[config.mk]
export PLATFORM = sky130hd
export DESIGN_NAME = opm_write_scheduler_flat
export DESIGN_NICKNAME = d
export VERILOG_FILES = /design/src/rtl/opm_ctl_pkg.sv /design/src/rtl/opm_write_scheduler_if.sv /design/src/rtl/opm_wr_fifo.sv /design/src/rtl/opm_write_scheduler.sv /design/src/flat_wrapper.sv
export SDC_FILE = /design/constraint.sdc
export NUM_CORES = 1
export LEC_CHECK = 0
export BUFFER_PORTS_ARGS = -buffer_cell sky130_fd_sc_hd__buf_2
export CORE_ASPECT_RATIO = 1.1
export CORE_MARGIN = 2
export CORE_UTILIZATION = 65
export DETAILED_ROUTE_END_ITERATION = 16
export GPL_TIMING_DRIVEN = 0
export MAX_ROUTING_LAYER = met4
export PLACE_DENSITY = 0.83
export SLEW_MARGIN = 20
export SYNTH_ARGS = -nofsm -noshare
export SYNTH_HDL_FRONTEND = slang
export SYNTH_SLANG_ARGS = --single-unit
export TNS_END_PERCENT = 1
[constraint.sdc]
create_clock -name clk -period 6.9 [get_ports clk]
set_clock_uncertainty 0.15 [all_clocks]
set_input_delay 0.345 -clock clk [delete_from_list [all_inputs] [get_ports clk]]
set_output_delay 0.345 -clock clk [all_outputs]
set_load 0.02 [all_outputs]
[src/rtl/opm_ctl_pkg.sv]
// Shared types and constants for the OPM write scheduler: FSM states and FIFO entries.
package opm_ctl_pkg;

  localparam int unsigned OPM_DW   = 8;
  localparam int unsigned BUSY_BIT = 7;

  typedef struct packed {
    logic [OPM_DW-1:0] addr;
    logic [OPM_DW-1:0] data;
  } opm_wr_entry_t;

  typedef enum logic [3:0] {
    S_IDLE,
    S_A_SET,
    S_A_STB,
    S_A_HLD,
    S_D_SET,
    S_D_STB,
    S_D_HLD,
    S_P_STB,
    S_P_CHK
  } opm_wr_state_t;

endpackage

[src/rtl/opm_write_scheduler_if.sv]
// Host request handshake plus the OPM chip pin bundle owned by the scheduler.
interface opm_write_scheduler_if;
  import opm_ctl_pkg::*;

  logic              req_valid;
  logic              req_ready;
  logic [OPM_DW-1:0] req_addr;
  logic [OPM_DW-1:0] req_data;

  logic              opm_cs_n;
  logic              opm_wr_n;
  logic              opm_rd_n;
  logic              opm_a0;
  logic [OPM_DW-1:0] opm_d;
  logic [OPM_DW-1:0] opm_q;
  logic              opm_q_oe;

  // master: host + chip side; slave: the scheduler
  modport master (
    output req_valid, req_addr, req_data, opm_q, opm_q_oe,
    input  req_ready, opm_cs_n, opm_wr_n, opm_rd_n, opm_a0, opm_d
  );

  modport slave (
    input  req_valid, req_addr, req_data, opm_q, opm_q_oe,
    output req_ready, opm_cs_n, opm_wr_n, opm_rd_n, opm_a0, opm_d
  );

endinterface

[src/rtl/opm_wr_fifo.sv]
// Synchronous FIFO of pending register writes, with flush, occupancy and a registered ready.
module opm_wr_fifo
  import opm_ctl_pkg::*;
#(
  parameter  int unsigned DEPTH = 16,
  localparam int unsigned AW    = $clog2(DEPTH),
  localparam int unsigned LW    = AW + 1
) (
  input  logic          clk,
  input  logic          rst_n,
  input  logic          flush_i,
  input  logic          push_i,
  input  opm_wr_entry_t wdata_i,
  input  logic          pop_i,
  output opm_wr_entry_t head_c,
  output logic [LW-1:0] level_o,
  output logic          ready_o
);

  opm_wr_entry_t mem_q [DEPTH];
  logic [AW-1:0] wr_ptr_q, wr_ptr_d;
  logic [AW-1:0] rd_ptr_q, rd_ptr_d;
  logic [LW-1:0] level_q, level_d;
  logic          ready_q;
  logic          do_push;
  logic          do_pop;

  // No bypass: ready is the registered not-full flag, so a full FIFO ignores pushes even while popping
  assign do_push = push_i && ready_q && !flush_i;
  assign do_pop  = pop_i && (level_q != '0) && !flush_i;

  always_comb begin
    wr_ptr_d = wr_ptr_q;
    rd_ptr_d = rd_ptr_q;
    level_d  = level_q;
    if (flush_i) begin
      wr_ptr_d = '0;
      rd_ptr_d = '0;
      level_d  = '0;
    end else begin
      if (do_push) wr_ptr_d = wr_ptr_q + AW'(1);
      if (do_pop)  rd_ptr_d = rd_ptr_q + AW'(1);
      case ({do_push, do_pop})
        2'b10:   level_d = level_q + LW'(1);
        2'b01:   level_d = level_q - LW'(1);
        default: level_d = level_q;
      endcase
    end
  end

  always_ff @(posedge clk or negedge rst_n) begin
    if (!rst_n) begin
      wr_ptr_q <= '0;
      rd_ptr_q <= '0;
      level_q  <= '0;
      ready_q  <= 1'b1;
    end else begin
      wr_ptr_q <= wr_ptr_d;
      rd_ptr_q <= rd_ptr_d;
      level_q  <= level_d;
      ready_q  <= (level_d != LW'(DEPTH));
    end
  end

  always_ff @(posedge clk) begin
    if (do_push) mem_q[wr_ptr_q] <= wdata_i;
  end

  assign head_c  = mem_q[rd_ptr_q];
  assign level_o = level_q;
  assign ready_o = ready_q;

endmodule

[src/rtl/opm_write_scheduler.sv]
// Replays buffered CPU register writes onto one OPM core's bus and polls busy after each data write.
module opm_write_scheduler
  import opm_ctl_pkg::*;
#(
  parameter  int unsigned DEPTH   = 16,
  parameter  int unsigned STROBE  = 4,
  parameter  int unsigned TIMEOUT = 4096,
  localparam int unsigned LW      = $clog2(DEPTH) + 1
) (
  input  logic                  clk,
  input  logic                  reset_n,
  input  logic                  flush,
  opm_write_scheduler_if.slave  bus,
  output logic [LW-1:0]         level,
  output logic                  active,
  output logic                  timeout_err
);

  localparam int unsigned SW = $clog2(STROBE + 1);
  localparam int unsigned PW = $clog2(TIMEOUT + 1);

  opm_wr_state_t     state_q, state_d;
  opm_wr_entry_t     entry_q, entry_d;
  opm_wr_entry_t     head_c;
  logic [SW-1:0]     strb_q, strb_d;
  logic [PW-1:0]     poll_q, poll_d;
  logic [PW-1:0]     poll_inc;
  logic              busy_q, busy_d;
  logic              tmo_q, tmo_d;
  logic              strb_last;
  logic              pop_c;
  logic [LW-1:0]     fifo_level;
  logic              fifo_ready;

  logic              cs_n_q, cs_n_d;
  logic              wr_n_q, wr_n_d;
  logic              rd_n_q, rd_n_d;
  logic              a0_q, a0_d;
  logic [OPM_DW-1:0] d_q, d_d;
  logic              active_q, active_d;

  opm_wr_fifo #(.DEPTH(DEPTH)) u_fifo (
    .clk     (clk),
    .rst_n   (reset_n),
    .flush_i (flush),
    .push_i  (bus.req_valid),
    .wdata_i ({bus.req_addr, bus.req_data}),
    .pop_i   (pop_c),
    .head_c  (head_c),
    .level_o (fifo_level),
    .ready_o (fifo_ready)
  );

  // Sequencer next state, counters and pin values; pins are decoded from the next state so they register in step
  always_comb begin
    state_d   = state_q;
    entry_d   = entry_q;
    strb_d    = '0;
    poll_d    = poll_q;
    busy_d    = busy_q;
    tmo_d     = tmo_q;
    pop_c     = 1'b0;
    strb_last = (strb_q == SW'(STROBE - 1));
    poll_inc  = (poll_q < PW'(TIMEOUT)) ? poll_q + PW'(1) : poll_q;

    case (state_q)
      S_IDLE: begin
        if ((fifo_level != '0) && !flush) begin
          pop_c   = 1'b1;
          entry_d = head_c;
          state_d = S_A_SET;
        end
      end
      S_A_SET: state_d = S_A_STB;
      S_A_STB: begin
        if (strb_last) state_d = S_A_HLD;
        else           strb_d  = strb_q + SW'(1);
      end
      S_A_HLD: state_d = S_D_SET;
      S_D_SET: state_d = S_D_STB;
      S_D_STB: begin
        if (strb_last) begin
          state_d = S_D_HLD;
          poll_d  = '0;
        end else begin
          strb_d  = strb_q + SW'(1);
        end
      end
      S_D_HLD: state_d = S_P_STB;
      S_P_STB: begin
        poll_d = poll_inc;
        if (strb_last) begin
          // A chip that is not driving its bus is assumed busy
          busy_d  = bus.opm_q_oe ? bus.opm_q[BUSY_BIT] : 1'b1;
          state_d = S_P_CHK;
        end else begin
          strb_d  = strb_q + SW'(1);
        end
      end
      S_P_CHK: begin
        poll_d = poll_inc;
        if (!busy_q) begin
          state_d = S_IDLE;
        end else if (poll_q >= PW'(TIMEOUT)) begin
          tmo_d   = 1'b1;
          state_d = S_IDLE;
        end else begin
          state_d = S_P_STB;
        end
      end
      default: state_d = S_IDLE;
    endcase

    cs_n_d   = 1'b1;
    wr_n_d   = 1'b1;
    rd_n_d   = 1'b1;
    a0_d     = a0_q;
    d_d      = d_q;
    active_d = (state_d != S_IDLE);
    case (state_d)
      S_A_SET, S_A_HLD: begin
        a0_d = 1'b0;
        d_d  = entry_d.addr;
      end
      S_A_STB: begin
        a0_d   = 1'b0;
        d_d    = entry_d.addr;
        cs_n_d = 1'b0;
        wr_n_d = 1'b0;
      end
      S_D_SET, S_D_HLD: begin
        a0_d = 1'b1;
        d_d  = entry_d.data;
      end
      S_D_STB: begin
        a0_d   = 1'b1;
        d_d    = entry_d.data;
        cs_n_d = 1'b0;
        wr_n_d = 1'b0;
      end
      S_P_STB: begin
        a0_d   = 1'b1;
        cs_n_d = 1'b0;
        rd_n_d = 1'b0;
      end
      S_P_CHK: a0_d = 1'b1;
      default: ;
    endcase
  end

  always_ff @(posedge clk or negedge reset_n) begin
    if (!reset_n) begin
      state_q  <= S_IDLE;
      entry_q  <= '0;
      strb_q   <= '0;
      poll_q   <= '0;
      busy_q   <= 1'b0;
      tmo_q    <= 1'b0;
      cs_n_q   <= 1'b1;
      wr_n_q   <= 1'b1;
      rd_n_q   <= 1'b1;
      a0_q     <= 1'b0;
      d_q      <= '0;
      active_q <= 1'b0;
    end else begin
      state_q  <= state_d;
      entry_q  <= entry_d;
      strb_q   <= strb_d;
      poll_q   <= poll_d;
      busy_q   <= busy_d;
      tmo_q    <= tmo_d;
      cs_n_q   <= cs_n_d;
      wr_n_q   <= wr_n_d;
      rd_n_q   <= rd_n_d;
      a0_q     <= a0_d;
      d_q      <= d_d;
      active_q <= active_d;
    end
  end

  assign bus.req_ready = fifo_ready;
  assign bus.opm_cs_n  = cs_n_q;
  assign bus.opm_wr_n  = wr_n_q;
  assign bus.opm_rd_n  = rd_n_q;
  assign bus.opm_a0    = a0_q;
  assign bus.opm_d     = d_q;
  assign level         = fifo_level;
  assign active        = active_q;
  assign timeout_err   = tmo_q;

endmodule
[src/flat_wrapper.sv]
// flat-port wrapper written by rule: the top's interface ports become plain ports
module opm_write_scheduler_flat import opm_ctl_pkg::*;
#(
  parameter  int unsigned DEPTH   = 16,
  parameter  int unsigned STROBE  = 4,
  parameter  int unsigned TIMEOUT = 4096,
  localparam int unsigned LW      = $clog2(DEPTH) + 1
)
  (clk, reset_n, flush, level, active, timeout_err, bus_req_valid, bus_req_addr, bus_req_data, bus_opm_q, bus_opm_q_oe, bus_req_ready, bus_opm_cs_n, bus_opm_wr_n, bus_opm_rd_n, bus_opm_a0, bus_opm_d);
  opm_write_scheduler_if bus_i ();
  input  logic clk;
  input  logic reset_n;
  input  logic flush;
  output logic [LW-1:0] level;
  output logic active;
  output logic timeout_err;
  input wire logic [$bits(bus_i.req_valid)-1:0] bus_req_valid;
  input wire logic [$bits(bus_i.req_addr)-1:0] bus_req_addr;
  input wire logic [$bits(bus_i.req_data)-1:0] bus_req_data;
  input wire logic [$bits(bus_i.opm_q)-1:0] bus_opm_q;
  input wire logic [$bits(bus_i.opm_q_oe)-1:0] bus_opm_q_oe;
  output wire logic [$bits(bus_i.req_ready)-1:0] bus_req_ready;
  output wire logic [$bits(bus_i.opm_cs_n)-1:0] bus_opm_cs_n;
  output wire logic [$bits(bus_i.opm_wr_n)-1:0] bus_opm_wr_n;
  output wire logic [$bits(bus_i.opm_rd_n)-1:0] bus_opm_rd_n;
  output wire logic [$bits(bus_i.opm_a0)-1:0] bus_opm_a0;
  output wire logic [$bits(bus_i.opm_d)-1:0] bus_opm_d;
  assign bus_i.req_valid = bus_req_valid;
  assign bus_i.req_addr = bus_req_addr;
  assign bus_i.req_data = bus_req_data;
  assign bus_i.opm_q = bus_opm_q;
  assign bus_i.opm_q_oe = bus_opm_q_oe;
  assign bus_req_ready = bus_i.req_ready;
  assign bus_opm_cs_n = bus_i.opm_cs_n;
  assign bus_opm_wr_n = bus_i.opm_wr_n;
  assign bus_opm_rd_n = bus_i.opm_rd_n;
  assign bus_opm_a0 = bus_i.opm_a0;
  assign bus_opm_d = bus_i.opm_d;
  opm_write_scheduler #(.DEPTH(DEPTH), .STROBE(STROBE), .TIMEOUT(TIMEOUT)) u_core (.clk(clk), .reset_n(reset_n), .flush(flush), .bus(bus_i), .level(level), .active(active), .timeout_err(timeout_err));
endmodule
==> results by stage <==
Outcome:
- The run finished with clean final reports.

STA:
- Static timing analysis puts the maximum clock frequency at 233 MHz.
- After layout, the minimum clock period comes to 4.30 ns.
- Setup repair after global routing left no endpoint under its margin.
- The number of hold violations in the final report is 0.
- The tightest hold path in the finished design has a slack of about 0.017 ns.
- For the final routed database, the setup TNS stands at 0 ns.
- The count of final setup violators is 0.
- The count of final max-slew check failures is 0.
- In this run the tightest slew margin relative to its limit is 0.325.
- The share of the clock period used by the worst path after layout is 0.623.
- The measured slew at the worst slew-check pin is 1.01 ns.

Worst setup path:
- Counting both buffers and inverters, the worst setup path holds a total of 5.
- The critical path goes through buf_2 -> nor4_4 -> o311ai_4 -> inv_2 -> buf_2 -> buf_1 -> ha_1 -> clkbuf_1 -> xor2_1 -> ha_1 -> a221o_1 -> o21ai_1 -> xnor2_1 -> nor2_1 -> or4b_1.
- The arrival time of data at the critical path endpoint is 4.63 ns.
- The critical path startpoint category is a register.
- The worst setup path is captured at a register.
- In this run the worst path has a maximum fanout of 11.
- The critical path's slowest cell is or4b_1.
- In this run the register-to-register setup slack is 2.60 ns.
- The delay of the slowest critical-path stage is 0.46 ns.
- Data on the critical path is required at its endpoint by 7.23 ns.
- By startpoint and endpoint, the worst setup path is classified as reg -> reg.
- The family of cells with the greatest summed delay on the critical path is buffers and inverters.

Global route:
- The first-pass GRT wire length is about 44000 um.
- In the global route stage, overall resource usage came out at 0.296.
- The via count of the first global-routing pass is 7300.
- The global-route congestion overflow total is 0.
- The initial antenna violation count came to 1.
- The maximum number of pins on one net before global-route repair is 66.

Logic synthesis:
- The number of nets in the synthesized netlist is 737.
- The most instantiated library cell after synthesis is edfxtp_1.
- The synthesized-area fraction occupied by adder cells is 0.00973.
- The share of synthesized flip-flops with an asynchronous set or reset is 0.202.
- Yosys attributes the largest share of cell area to edfxtp_1 (60%), mux4_2 (12%), dfrtp_1 (12%).
- The compound-gate portion of the synthesized area is 0.0350.
- Of the synthesized area, sequential elements account for 0.725.
- The area fraction in and, or, nand and nor cells after synthesis is 0.0574.
- Averaged over all synthesized cells, the footprint is approximately 18 um^2.
- The count of yosys warnings during synthesis is 0.
- The most used flip-flop cell after synthesis is edfxtp_1.
- Synthesis produced 698 cells.
- The xor-xnor portion of the synthesized cell area is 0.0123.
- After synthesis, the netlist uses 58 different library cells.
- The number of flip-flops and latches in the synthesized netlist is 321.
- The mux share of post-synthesis cell area is 0.144.
- The summed instance area of the synthesized netlist is 12900 um^2.
- The share of Yosys cell area claimed by the top area cell type is 0.598.
- The synthesized design spends more area on one cell type than any other, namely edfxtp_1.
- In the synthesized netlist, the cells that appear most often are edfxtp_1 (256), mux4_2 (70), dfrtp_1 (61).
- The dominant combinational cell family by area after synthesis is multiplexers.
- Yosys mapped a number of flops with a built-in enable equal to 256.

Finish:
- The area used by sequential logic in the layout is 9320 um^2.
- Compared with the post-synthesis result, the final layout area differs by 14.5%.
- The filler cell count is 1000.
- In the final layout, the multi-input gates occupy 3390 um^2.
- The number of nets in the final layout is 838.
- Of the cells placed in the final design, the portion with a size suffix greater than 1 is 0.273.

Clocking:
- Once the clock tree was built, the resizer swapped 0 gates to a different size.
- The longest clock path from root to sink contains 3 buffers.
- The setup fix buffers added after clock tree synthesis is 0.
- The clock slew seen by the registers of the worst setup and hold paths is 0.06 ns.
- The number of levels in the clock H-tree is 1.
- The total number of clock tree sinks is 321.
- For the worst-skew pair, the clock arrives at the later sink with an insertion delay of 0.56 ns.
- TritonCTS created 31 clock buffers.
- The TritonCTS clock tree is yes.
- For this design, the CTS-stage hold fixing added 12 buffers.
- CTS placed an instance of clkbuf_16 at the clock tree root.

Routing:
- The per-cell routed wire length is about 27 um.
- After detailed routing, the total wire length is 28900 um.
- The post-route antenna net violation count is 0.
- The met2 wirelength from detailed routing is 14600 um.
- The violation count after the first detailed-route iteration is about 840.
- In the routed design, unresolved DRC markers number 0.
- The number of iterations in the first detailed-routing pass is 5.
- The detailed-route vias per instance is 6.59.
- The routed length on met3 is 2400 um.
- The uppermost layer routed is met4.
- The detailed-routing wirelength on met1 is around 11000 um.
- The via total after detailed routing is roughly 7100.

Pwr:
- VDD sags by at most about 0.23 mV.
- In this run the static leakage power is 0.00517 uW.
- The cell area power density is roughly 300 nW/um^2.

Placement:
- Port buffering added 41 buffers.
- The detailed placement HPWL is around 18000 um.
- The congestion estimate from routability-driven global placement came to 0.860.

Die:
- The die covers 20900 um^2.
- The die extent in y is 152 um.
- The initial utilization of the core area, before any placement, comes to 0.669.
- 49 I/O pins were placed.
- The floorplan row count is 53.
- The core region area is 19200 um^2.
- The width of the die is 138 um.

Flow run:
- Max-cap violations in this run came to 0.

Min path:
- In this run the worst hold path is classified as in -> reg.
==> worst register-to-register path, stage by stage (launching register included) <==
cell and delay (ns):
dfrtp_1 0.35, buf_2 0.18, nor4_4 0.38, o311ai_4 0.19, inv_2 0.18, buf_2 0.28
buf_1 0.42, ha_1 0.22, clkbuf_1 0.28, xor2_1 0.12, ha_1 0.22, a221o_1 0.35
o21ai_1 0.13, xnor2_1 0.11, nor2_1 0.19, or4b_1 0.46
==> final timing paths <==
| kind | start | to | cells past startpoint |
|---|---|---|---|
| max | u_core.state_q[0] | u_core.u_fifo.ready_o | 15 |
| min | bus_req_data[1] | u_core.u_fifo.mem_q[11][1] | 1 |
| max reg2reg | u_core.state_q[0] | u_core.u_fifo.ready_o | 15 |
| min reg2reg | u_core.strb_q[0] | u_core.strb_q[0] | 1 |
| max in group asynchronous | reset_n | u_core.poll_q[7] | 2 |
| min in group asynchronous | reset_n | u_core.u_fifo.level_o[1] | 2 |
==> power by group <==
| part | internal [uW] | leakage [uW] | switching [uW] | total (uW) |
|---|---|---|---|---|
| Clock | 955 | 0.000481 | 711 | 1670 |
| Combinational | 198 | 0.00152 | 319 | 517 |
| Sequential | 2180 | 0.00317 | 46.2 | 2220 |
==> stage by stage <==
step | utilization | instance area (um^2) | cells | total power (uW) | setup slack (ns)
2_1_floorplan | - | 12900 | 698 | 2600 | 3.25
3_3_place_gp | 0.696 | 13400 | 986 | 2720 | 2.65
3_5_place_dp | 0.707 | 13600 | 1001 | 2760 | 2.64
4_1_cts | 0.766 | 14700 | 1071 | 4420 | 2.62
5_1_grt | 0.766 | 14700 | 1072 | 4550 | 2.33
6_report | 0.766 | 14700 | 1072 | 4410 | 2.60
==> routing by layer <==
layer,GRT usage,up-vias
met3,0.0525,91
met5,-,-
li1,-,2975
met4,0.143,0
met1,0.366,3602
met2,0.488,401
==> cell usage in the layout, fill, tap and decap left out, types with 8 or more instances in the layout <==
cell type      netlist  final
a221o_1             11     11
mux4_2              70     70
dlygate4sd3_1        0     12
nand3_1              9      9
clkbuf_16            0     31
buf_6                4      8
mux2i_1             18     18
xor2_1              13     13
buf_4                1     10
nor3_1              13      9
o21ai_0             12     12
edfxtp_1           256    256
ha_1                10     10
buf_2               15     55
inv_1                9      9
nor2_1              43     31
clkbuf_1            13     21
dfrtp_1             61     61
a21oi_1             12     12
nand2_1             39     39
==> logic make-up after synthesis <==
logic type	after synthesis
flops	321
simple gates	147
mux	96
compound gates	60
buf+inv	46
xor+xnor	18
fa+ha+maj	10
==> area by class of cell <==
class                           count  area share
Antenna cell                        1    0.000170
Buffer                             36      0.0127
Clock buffer                       40      0.0556
Clock inverter                     18      0.0126
Inverter                           10     0.00255
Multi-Input combinational cell    331       0.230
Sequential cell                   321       0.633
Tap cell                          247      0.0210
Timing Repair Buffer               68      0.0324
==> registers in the layout, indices dropped and copies added (netlist names), 3 cells and up <==
name                    cells
u_core.u_fifo.wr_ptr_q      4
u_core.u_fifo.level_o       5
u_core.strb_q               3
u_core.state_q              4
u_core.poll_q              13
u_core.entry_q             16
u_core.u_fifo.rd_ptr_q      4
u_core.u_fifo.mem_q       256
u_core.bus.opm_d            8
Power figures use the tool's default switching activity.
